--- src/rtl/dev_arb_pkg.sv ---
// ---------------------------------------------------------------------------
// dev_arb_pkg
// Shared definitions for device_event_arbiter and its round-robin picker:
//   - N_DEV_DEF : default number of requesting devices
//   - CNT_W     : width of the active-device count reported to the monitor
//   - PTR_W     : width of the round-robin pointer (covers up to 16 devices)
//   - state_t   : FSM state encoding (IDLE / ISSUE / SETTLE)
//   - onehot_to_idx : converts a one-hot winner vector to a device index
// ---------------------------------------------------------------------------
package dev_arb_pkg;

   localparam int N_DEV_DEF = 8;
   localparam int CNT_W     = 8;
   localparam int PTR_W     = 4;

   typedef enum logic [1:0] {
      ST_IDLE   = 2'd0,
      ST_ISSUE  = 2'd1,
      ST_SETTLE = 2'd2
   } state_t;

   function automatic logic [PTR_W-1:0] onehot_to_idx(input logic [15:0] oh);
      logic [PTR_W-1:0] idx;
      idx = '0;
      for (int i = 0; i < 16; i++) begin
         if (oh[i]) idx = PTR_W'(i);
      end
      return idx;
   endfunction

endpackage

--- src/rtl/rr_picker.sv ---
// ---------------------------------------------------------------------------
// rr_picker
// Combinational round-robin selector. Searches the pending vector starting
// at index i_ptr and wrapping around; the first pending device found wins.
// Ports:
//   i_pend   [N_DEV-1:0]  devices with an outstanding event
//   i_ptr    [PTR_W-1:0]  index where the search starts
//   o_winner [N_DEV-1:0]  one-hot winner (all zero when nothing pending)
//   o_valid               at least one device is pending
// ---------------------------------------------------------------------------
module rr_picker
   import dev_arb_pkg::*;
#(
   parameter int N_DEV = N_DEV_DEF
) (
   input  logic [N_DEV-1:0] i_pend,
   input  logic [PTR_W-1:0] i_ptr,
   output logic [N_DEV-1:0] o_winner,
   output logic             o_valid
);

   // NOTE: every variable driven in always_comb gets a default at the top so
   // no path leaves it unassigned, which would infer a latch.
   always_comb begin
      o_winner = '0;
      o_valid  = 1'b0;
      // First pass: devices at or above the pointer.
      for (int i = 0; i < N_DEV; i++) begin
         if (!o_valid && i_pend[i] && (i >= int'(i_ptr))) begin
            o_winner[i] = 1'b1;
            o_valid     = 1'b1;
         end
      end
      // Second pass: wrap around to devices below the pointer.
      for (int i = 0; i < N_DEV; i++) begin
         if (!o_valid && i_pend[i] && (i < int'(i_ptr))) begin
            o_winner[i] = 1'b1;
            o_valid     = 1'b1;
         end
      end
   end

endmodule

--- src/rtl/device_event_arbiter.sv ---
// ---------------------------------------------------------------------------
// device_event_arbiter
// Collects per-device join/leave requests into pending bitmaps, services one
// pending event every three cycles (IDLE -> ISSUE -> SETTLE) in round-robin
// order, keeps the registered active bitmap and expected count, and flags any
// disagreement with the count reported back by the downstream monitor.
// Ports:
//   clk, rst                    clock, synchronous active-high reset
//   join_req  [N_DEV-1:0]       level request to register a device
//   leave_req [N_DEV-1:0]       level request to deregister a device
//   mon_count [7:0]             active count returned by the monitor
//   change                      monitor update strobe (ISSUE only)
//   on_off                      1 = increment, 0 = decrement
//   grant     [N_DEV-1:0]       one-hot device being serviced
//   active    [N_DEV-1:0]       registered active-device bitmap
//   busy                        FSM not idle or an event pending
//   sync_err                    sticky monitor/expected count mismatch
//   stat_events [15:0]          saturating ISSUE-cycle counter, present only
//                               when DEV_ARB_STATS_EN is defined
// ---------------------------------------------------------------------------
module device_event_arbiter
   import dev_arb_pkg::*;
#(
   parameter int N_DEV = N_DEV_DEF
) (
   input  logic             clk,
   input  logic             rst,
   input  logic [N_DEV-1:0] join_req,
   input  logic [N_DEV-1:0] leave_req,
   input  logic [CNT_W-1:0] mon_count,
   output logic             change,
   output logic             on_off,
   output logic [N_DEV-1:0] grant,
   output logic [N_DEV-1:0] active,
   output logic             busy,
   output logic             sync_err
`ifdef DEV_ARB_STATS_EN
   ,output logic [15:0]     stat_events
`endif
);

   state_t           r_state;
   state_t           w_state_next;
   logic [N_DEV-1:0] r_active;
   logic [N_DEV-1:0] r_pend_join;
   logic [N_DEV-1:0] r_pend_leave;
   logic [N_DEV-1:0] r_win;
   logic             r_dir;
   logic [PTR_W-1:0] r_ptr;
   logic [CNT_W-1:0] r_exp_count;
   logic             r_sync_err;

   logic [N_DEV-1:0] w_pend;
   logic [N_DEV-1:0] w_pick;
   logic             w_pick_valid;
   logic [PTR_W-1:0] w_pick_idx;
   logic             w_fire;
   logic [N_DEV-1:0] w_act_post;
   logic [N_DEV-1:0] w_pj_post;
   logic [N_DEV-1:0] w_pl_post;
   logic [N_DEV-1:0] w_pj_next;
   logic [N_DEV-1:0] w_pl_next;

   assign w_pend     = r_pend_join | r_pend_leave;
   assign w_pick_idx = onehot_to_idx(16'(w_pick));

   rr_picker #(.N_DEV(N_DEV)) u_rr_picker (
      .i_pend   (w_pend),
      .i_ptr    (r_ptr),
      .o_winner (w_pick),
      .o_valid  (w_pick_valid)
   );

   // The winner is latched in IDLE; a leave arriving on that same edge may
   // cancel its pending join, so ISSUE only fires if the event still exists.
   assign w_fire = (r_state == ST_ISSUE) &&
                   (|(r_win & (r_dir ? r_pend_join : r_pend_leave)));

   // State as it will be after this cycle's ISSUE update; new requests are
   // judged against this view.
   always_comb begin
      w_act_post = r_active;
      w_pj_post  = r_pend_join;
      w_pl_post  = r_pend_leave;
      if (w_fire) begin
         w_act_post = r_dir ? (r_active | r_win) : (r_active & ~r_win);
         w_pj_post  = r_pend_join  & ~r_win;
         w_pl_post  = r_pend_leave & ~r_win;
      end
   end

   // Request filtering: at most one pending event per device; a leave
   // against a pending join simply cancels it.
   always_comb begin
      w_pj_next = w_pj_post;
      w_pl_next = w_pl_post;
      for (int i = 0; i < N_DEV; i++) begin
         if (join_req[i] && !leave_req[i]) begin
            if (!w_act_post[i] && !w_pj_post[i]) w_pj_next[i] = 1'b1;
         end else if (leave_req[i] && !join_req[i]) begin
            if (w_pj_post[i])       w_pj_next[i] = 1'b0;
            else if (w_act_post[i]) w_pl_next[i] = 1'b1;
         end
      end
   end

   // ---------------- FSM: state register ----------------
   // NOTE: clocked state uses non-blocking assignments so every register
   // samples pre-edge values regardless of block ordering.
   always_ff @(posedge clk) begin
      if (rst) r_state <= ST_IDLE;
      else     r_state <= w_state_next;
   end

   // ---------------- FSM: next state ----------------
   always_comb begin
      w_state_next = r_state;
      case (r_state)
         ST_IDLE:   if (w_pick_valid) w_state_next = ST_ISSUE;
         ST_ISSUE:  w_state_next = ST_SETTLE;
         ST_SETTLE: w_state_next = ST_IDLE;
         default:   w_state_next = ST_IDLE;
      endcase
   end

   // ---------------- FSM: outputs ----------------
   always_comb begin
      change = 1'b0;
      on_off = 1'b0;
      grant  = '0;
      if (w_fire) begin
         change = 1'b1;
         on_off = r_dir;
         grant  = r_win;
      end
   end

   // ---------------- Datapath ----------------
   always_ff @(posedge clk) begin
      if (rst) begin
         r_active     <= '0;
         r_pend_join  <= '0;
         r_pend_leave <= '0;
         r_win        <= '0;
         r_dir        <= 1'b0;
         r_ptr        <= '0;
         r_exp_count  <= '0;
         r_sync_err   <= 1'b0;
      end else begin
         r_active     <= w_act_post;
         r_pend_join  <= w_pj_next;
         r_pend_leave <= w_pl_next;
         if (w_fire) begin
            r_exp_count <= r_dir ? (r_exp_count + CNT_W'(1))
                                 : (r_exp_count - CNT_W'(1));
         end
         if ((r_state == ST_IDLE) && w_pick_valid) begin
            r_win <= w_pick;
            r_dir <= |(w_pick & r_pend_join);
            r_ptr <= (w_pick_idx == PTR_W'(N_DEV - 1)) ? '0
                                                       : (w_pick_idx + PTR_W'(1));
         end
         if ((r_state == ST_SETTLE) && (mon_count != r_exp_count)) begin
            r_sync_err <= 1'b1;
         end
      end
   end

   assign active   = r_active;
   assign sync_err = r_sync_err;
   assign busy     = (r_state != ST_IDLE) || (|w_pend);

`ifdef DEV_ARB_STATS_EN
   logic [15:0] r_stat_events;

   always_ff @(posedge clk) begin
      if (rst) begin
         r_stat_events <= '0;
      end else if ((r_state == ST_ISSUE) && (r_stat_events != 16'hFFFF)) begin
         r_stat_events <= r_stat_events + 16'd1;
      end
   end

   assign stat_events = r_stat_events;
`endif

endmodule

--- config.mk ---
export PLATFORM = sky130hd
export DESIGN_NAME = device_event_arbiter
export DESIGN_NICKNAME = d
export VERILOG_FILES = /design/src/rtl/dev_arb_pkg.sv /design/src/rtl/rr_picker.sv /design/src/rtl/device_event_arbiter.sv
export SDC_FILE = /design/constraint.sdc
export NUM_CORES = 1
export LEC_CHECK = 0
export CAP_MARGIN = 20
export CORE_MARGIN = 10
export CORE_UTILIZATION = 55
export CTS_CLUSTER_SIZE = 40
export DETAILED_ROUTE_END_ITERATION = 12
export HOLD_SLACK_MARGIN = 0.06
export PLACE_DENSITY_LB_ADDON = 0.3
export SYNTH_ARGS = -nofsm -noshare
export SYNTH_HDL_FRONTEND = slang
export SYNTH_HIERARCHICAL = 1
export SYNTH_SLANG_ARGS = --single-unit
--- constraint.sdc ---
create_clock -name clk -period 3.5 [get_ports clk]
set_input_delay 0.525 -clock clk [delete_from_list [all_inputs] [get_ports clk]]
set_output_delay 0.525 -clock clk [all_outputs]
set_load 0.01 [all_outputs]
# Word-level counts from Yosys, hierarchy flattened
# Cells that the tools add are included.
[op_classes] add_sub_neg=3 order_cmp=16 n_eq_ne=5 n_mux=106 bitwise_logic=8 n_reduce_logical=111
[op_table] op="2-to-1 mux 1 bit" n=90
[op_table] op="logical AND 1 bit" n=58
[op_table] op="2-to-1 mux 8 bit" n=7
[op_table] op="zero test 1 bit" n=47
[op_table] op="bitwise AND 8 bit" n=5
[op_table] op="2-to-1 mux 4 bit" n=7
[op_table] op="OR reduction 8 bit" n=3
[op_table] op="greater-or-equal comparator 3 x 4 -> 1 bit (first input constant)" n=4
[op_table] op="less-than comparator 3 x 4 -> 1 bit (first input constant)" n=4
[op_table] op="bitwise OR 8 bit" n=2
[op_table] op="adder 8 x 1 -> 8 bit (second input constant)" n=1
[op_table] op="greater-or-equal comparator 1 x 4 -> 1 bit (first input constant)" n=2
[op_table] op="greater-or-equal comparator 2 x 4 -> 1 bit (first input constant)" n=2
[op_table] op="less-than comparator 1 x 4 -> 1 bit (first input constant)" n=2
[op_table] op="less-than comparator 2 x 4 -> 1 bit (first input constant)" n=2
[op_table] op="!= test 8 bit" n=1
[op_table] op="inverter 8 bit" n=1
[op_table] op="subtractor 8 x 1 -> 8 bit (second input constant)" n=1
[op_table] op="adder 4 x 1 -> 4 bit (second input constant)" n=1
[op_table] op="equality test 4 x 3 -> 1 bit (second input constant)" n=1
[op_table] op="case mux 2 bit (2 select lines)" n=1
[op_table] op="equality test 2 x 1 -> 1 bit (second input constant)" n=1
[op_table] op="equality test 2 bit (second input constant)" n=1
[op_table] op="zero test 2 bit" n=1
[op_table] op="4 further kinds" n=4
[totals] reg_bits=48 in_bits=26 out_inout_bits=20 word_cells=258

# Depth between registers and ports, before layout
[depth] depth_word=66 depth_mapped=16 ltp_nobuf=16

# Modules after synthesis
# Netlist, hierarchy kept.
[modules_own_cells] mod="device_event_arbiter" n_inst=1 cells_each=344 area_each_um2=2819.0 seq_area_each_um2=960.9
[modules_own_cells] mod="rr_picker" n_inst=1 cells_each=60 area_each_um2=359.1 seq_area_each_um2=0.0

# Least setup slack after synthesis
# Ideal clock, no wire load.
[synth_timing] path_type="register to register" from="register r_pend_leave[3]" to="register r_ptr[1]" setup_time_ns=0.128 arrival_time_ns=2.666 slack_ns=0.707 stages_incl_launch_ff=16 period_less_slack_ns=2.793 cell_sequence="dfxtp_1 -> or2_2 -> o21bai_1 -> a21oi_1 -> nand3b_1 -> o41ai_1 -> nand2b_1 -> a21oi_1 -> nor2_1 -> o21ai_0 -> ha_1 -> ha_1 -> inv_1 -> and3_1 -> a21oi_1 -> nor2_1"
[synth_between] word_cells_on_any_way=75 classes_between="1 x add/sub; 1 x eq/ne; 33 x mux; 1 x bitwise; 39 x reduce/logical"
[synth_lines] element="start, declared" line_no="device_event_arbiter.sv:46" rtl="logic [N_DEV-1:0] r_pend_leave;"
[synth_lines] element="start signal, assigned" line_no="device_event_arbiter.sv:152" rtl="r_pend_leave <= w_pl_next;"
[synth_lines] element="bitwise OR 8 bit *" line_no="device_event_arbiter.sv:64" rtl="assign w_pend = r_pend_join | r_pend_leave;"
[synth_lines] element="net w_pend[3]" line_no="device_event_arbiter.sv:53" rtl="logic [N_DEV-1:0] w_pend;"
[synth_lines] element="logical AND 1 bit * (2 in a row)" line_no="rr_picker.sv:29" rtl="if (!o_valid && i_pend[i] && (i >= int'(i_ptr))) begin"
[synth_lines] element="2-to-1 mux 1 bit *" line_no="rr_picker.sv:29"
[synth_lines] element="zero test 1 bit" line_no="rr_picker.sv:29"
[synth_lines] element="logical AND 1 bit (2 in a row)" line_no="rr_picker.sv:29"
[synth_lines] element="2-to-1 mux 1 bit *" line_no="rr_picker.sv:29"
[synth_lines] element="zero test 1 bit" line_no="rr_picker.sv:29"
[synth_lines] element="(+15 left out)"
[synth_lines] element="zero test 1 bit *" line_no="rr_picker.sv:36" rtl="if (!o_valid && i_pend[i] && (i < int'(i_ptr))) begin"
[synth_lines] element="logical AND 1 bit * (2 in a row)" line_no="rr_picker.sv:36"
[synth_lines] element="2-to-1 mux 1 bit *" line_no="rr_picker.sv:36"
[synth_lines] element="net w_pick[1]" line_no="device_event_arbiter.sv:54" rtl="logic [N_DEV-1:0] w_pick;"
[synth_lines] element="2-to-1 mux 1 bit *" line_no="dev_arb_pkg.sv:26" rtl="if (oh[i]) idx = PTR_W'(i);"
[synth_lines] element="2-to-1 mux 4 bit * (6 in a row)" line_no="dev_arb_pkg.sv:26"
[synth_lines] element="adder 4 x 1 -> 4 bit or equality test 4 x 3 -> 1 bit (tied branches)" line_no="device_event_arbiter.sv:161, device_event_arbiter.sv:160"
[synth_lines] element="2-to-1 mux 4 bit *" line_no="device_event_arbiter.sv:160" rtl="r_ptr <= (w_pick_idx == PTR_W'(N_DEV - 1)) ? '0"
[synth_lines] element="end signal, assigned" line_no="device_event_arbiter.sv:160"
[synth_lines] element="end, declared" line_no="device_event_arbiter.sv:49" rtl="logic [PTR_W-1:0] r_ptr;"
# Mark *: on every way through the listed nets, which the timed path passes. The rest lies on a longest branch.
# A chain may end at the register's enable or synchronous reset.

# Worst setup path in the final report
[layout_timing] from="register r_dir" to="output port grant[0]"
[layout_between] elab_chain_cells=5
[layout_rtl] element="start, declared" line_no="device_event_arbiter.sv:48" rtl="logic r_dir;"
[layout_rtl] element="start signal, assigned" line_no="device_event_arbiter.sv:159" rtl="r_dir <= |(w_pick & r_pend_join);"
[layout_rtl] element="2-to-1 mux 8 bit" line_no="device_event_arbiter.sv:77" rtl="(|(r_win & (r_dir ? r_pend_join : r_pend_leave)));"
[layout_rtl] element="bitwise AND 8 bit" line_no="device_event_arbiter.sv:77"
[layout_rtl] element="OR reduction 8 bit" line_no="device_event_arbiter.sv:77"
[layout_rtl] element="logical AND 1 bit" line_no="device_event_arbiter.sv:76" rtl="assign w_fire = (r_state == ST_ISSUE) &&"
[layout_rtl] element="2-to-1 mux 8 bit" line_no="device_event_arbiter.sv:131" rtl="if (w_fire) begin"
[layout_rtl] element="end, declared" line_no="device_event_arbiter.sv:33" rtl="output logic [N_DEV-1:0] grant,"
# No other way between the ends.

==> summary.md <==
| Metric | Value |
|---|---|
| Outcome | finished, final reports clean |
| Pins Over Slew Limit | 0 |
| Max Freq | 305 MHz |
| Antenna violation net count after detailed routing | 0 |
| Final Hold Fails | 0 |
| Max cap viols | 0 |
| Sequential area share after synthesis | 0.302 |
| Die width | 96.0 um |
| Final setup violating endpoints | 0 |
| PwrDens | 382 nW/um^2 |
| Top-Level Pins | 46 |
| TritonCTS clock tree | done |
| Worst Setup End Kind | output port |
| First-pass GRT wire length | 14,200 um |
| WL final | 8840 um |
| PortBufs | 45 |
| Peak supply drop | 0.000256 V |
| Net count, final | 481 |
| HP Start | active[4] |
| Slew Limit Headroom | 0.505 |
| GPL Wtd Cong | 0.881 |
| Largest net degree at the start of global routing | 29 |
| Drt pass-1 iters | 5 |
| Syn-to-layout area delta | 19.8% |
| Setup ws final | 0.219 ns |
| Clock Sinks | 48 |
| Arrival @ worst endpoint | 2.76 ns |
| HPWL after DPL | 6450 um |
| Total grt overflow | 0 |
| Drt drc | 0 |
| Min cycle time layout | 3.28 ns |
| Number of synthesized flops with an enable pin | 0 |
| Syn_area_per_cell | 7.87 um^2 |
| WS Path Type | register to output port |
| Clock Skew | 0.0101 ns |
| Pre-CTS WS | 0.288 ns |
| Crit start category | register |
| Vias in the first global route | 2,908 |
| Worst r2r src | r_pend_leave[2] |
| Max H-tree Level | 2 |
| Clock insertion delay at the later pin of the skew report | 0.30 ns |
| Unrepaired setup endpoints after global routing | no |
| Yosys reg bits | 48 |
| FF/Latch Area | 961 um^2 |
| N_diodes | 0 |
| CTS clk-pin slew, worst paths | 0.09 ns |
| Fin crit share | 0.937 |
| Worst-Margin Slew | 0.742 ns |
| CTS max path bufs | 2 |
| DR iter-0 viols | 285 |
| Via Count | 3,187 |
| Multi-input logic area | 2080 um^2 |
| Setup TNS | 0 ns |
| Synth Cell Area | 3180 um^2 |
| DR WL/cell | 17.0 um |
| Initial antenna violation count | 0 |
| Syn. warnings | 6 |
| All-Layer GR Usage | 0.189 |
| Synthesized Nets | 439 |
| Setup crit start | r_dir |
| Die area | 9220 um^2 |
| Netlist cell types | 64 |
| Post-synth top flop | dfxtp_1 |
| DR vias/cell | 6.14 |
| Layout Cells excl Fill | 519 |
| CTS root buffer | clkbuf_8 |
| Fillers | 480 |
| Share of layout cells above drive strength 1 | 0.0940 |
| Worst Hold Class | register to register |
| Row Count | 27 |
| Post-Synthesis Cells | 404 |
| FFs w/ async S/R, synth | 0 |
| CTS Buf Count | 5 |
| Static Leakage | 1.41 nW |
| Die Span Y | 96.0 um |
| Postcts setup bufs | 0 |
| Critical Path Fanout Max | 14 |
| Core area | 5540 um^2 |
| WP data required | 2.97 ns |
| Reg2reg setup slack | 0.30 ns |
| # placed instances | 509 |
| Initial Util | 0.574 |
critical path, cell delays in order, from the launching register on:
cell and delay, ns:
dfxtp_1 0.47, buf_4 0.24, mux2_2 0.36, a22oi_2 0.29, a41oi_4 0.29, and2_1 0.31, clkdlybuf4s50_1 0.49
per-layer routing:
metal  GRT usage  up-vias  wire (um)
met3      0.0397       17        633
met1       0.234     1491       3820
li1            -     1550          -
met2       0.325      129       4250
met4      0.0504        0        140
met5           0        -          0
cell usage after synthesis (all sizes together) (3+ instances only):
cell / number / area share
clkbuf: 7 / 0.0083
a21oi: 19 / 0.030
inv: 22 / 0.026
and3: 3 / 0.0075
nor2: 32 / 0.038
nand2: 37 / 0.044
nor2b: 10 / 0.020
a22oi: 4 / 0.013
nand4: 10 / 0.020
o22a: 8 / 0.022
o31ai: 16 / 0.041
and2: 11 / 0.022
mux2: 8 / 0.030
dfxtp: 48 / 0.30
a31oi: 11 / 0.022
xnor2: 3 / 0.0083
o21ai: 20 / 0.033
o211ai: 3 / 0.0071
or2: 10 / 0.020
nor3: 8 / 0.013
or4: 3 / 0.0083
buf: 10 / 0.021
ha: 8 / 0.031
nand2b: 21 / 0.041
nor4: 3 / 0.0059
mux2i: 5 / 0.016
o2111ai: 3 / 0.0083
nand3: 24 / 0.038
xor2: 10 / 0.028
sequential cells by signal, indices dropped and copies added, names as in the netlist:
| name | cells |
|---|---|
| r_dir | 1 |
| r_pend_leave | 8 |
| sync_err | 1 |
| r_pend_join | 8 |
| active | 8 |
| r_win | 8 |
| r_exp_count | 8 |
| r_state | 2 |
| r_ptr | 4 |
final timing paths:
kind	to	cells after the start
worst max-delay path	grant[0]	6
worst min-delay path	active[4]	2
worst max register to register	r_ptr[1]	15
worst min register to register	active[4]	2
power breakdown:
group	switching (mW)	leakage, nW	internal (mW)
registers	0.0557	0.390	0.579
clock network	0.196	0.0434	0.160
logic	0.277	0.980	0.186
kinds of logic (layout without fill, tap and decap cells):
| group | after synthesis | after routing | synth area share |
|---|---|---|---|
| XOR/XNOR | 13 | 13 | 0.0358 |
| AO/OA/AOI/OAI | 103 | 104 | 0.229 |
| flip-flops | 48 | 48 | 0.302 |
| AND/OR/NAND/NOR | 179 | 179 | 0.294 |
| buffers and inverters | 39 | 81 | 0.0555 |
| adder cells (fa/ha/maj) | 9 | 9 | 0.0378 |
| multiplexers | 13 | 13 | 0.0453 |
what timing repair did:
action	4_1_cts	5_1_grt
hold buffers	0	0
resized for setup	0	1
setup endpoints to repair	0	6
cell usage in the layout (no fill, tap or decap), types with 11 or more instances in the layout:
cell type         n
nand3_1          24
o31ai_1          14
dfxtp_1          48
nand2b_1         21
clkdlybuf4s50_1  45
o21ai_1          12
nor2_1           32
inv_1            21
nand2_1          37
a21oi_1          19
a31oi_1          11
metrics by stage:
stage | hold WS, ns | total power [mW] | instance area, um^2 | util
floorplan | 0.437 | 0.969 | 3180 | -
global placement | 0.489 | 1.08 | 3670 | 0.663
detailed placement | 0.481 | 1.09 | 3670 | 0.663
CTS | 0.513 | 1.44 | 3770 | 0.681
global route | 0.532 | 1.53 | 3810 | 0.687
finish | 0.511 | 1.45 | 3810 | 0.687
cell type report:
class | instances | share of cell area
Clock buffer | 6 | 0.0217
Clock inverter | 2 | 0.00394
Inverter | 22 | 0.0217
Multi-Input combinational cell | 318 | 0.545
Sequential cell | 48 | 0.252
Tap cell | 72 | 0.0237
Timing Repair Buffer | 51 | 0.131
No activity file was read; power rests on OpenSTA's default activity.
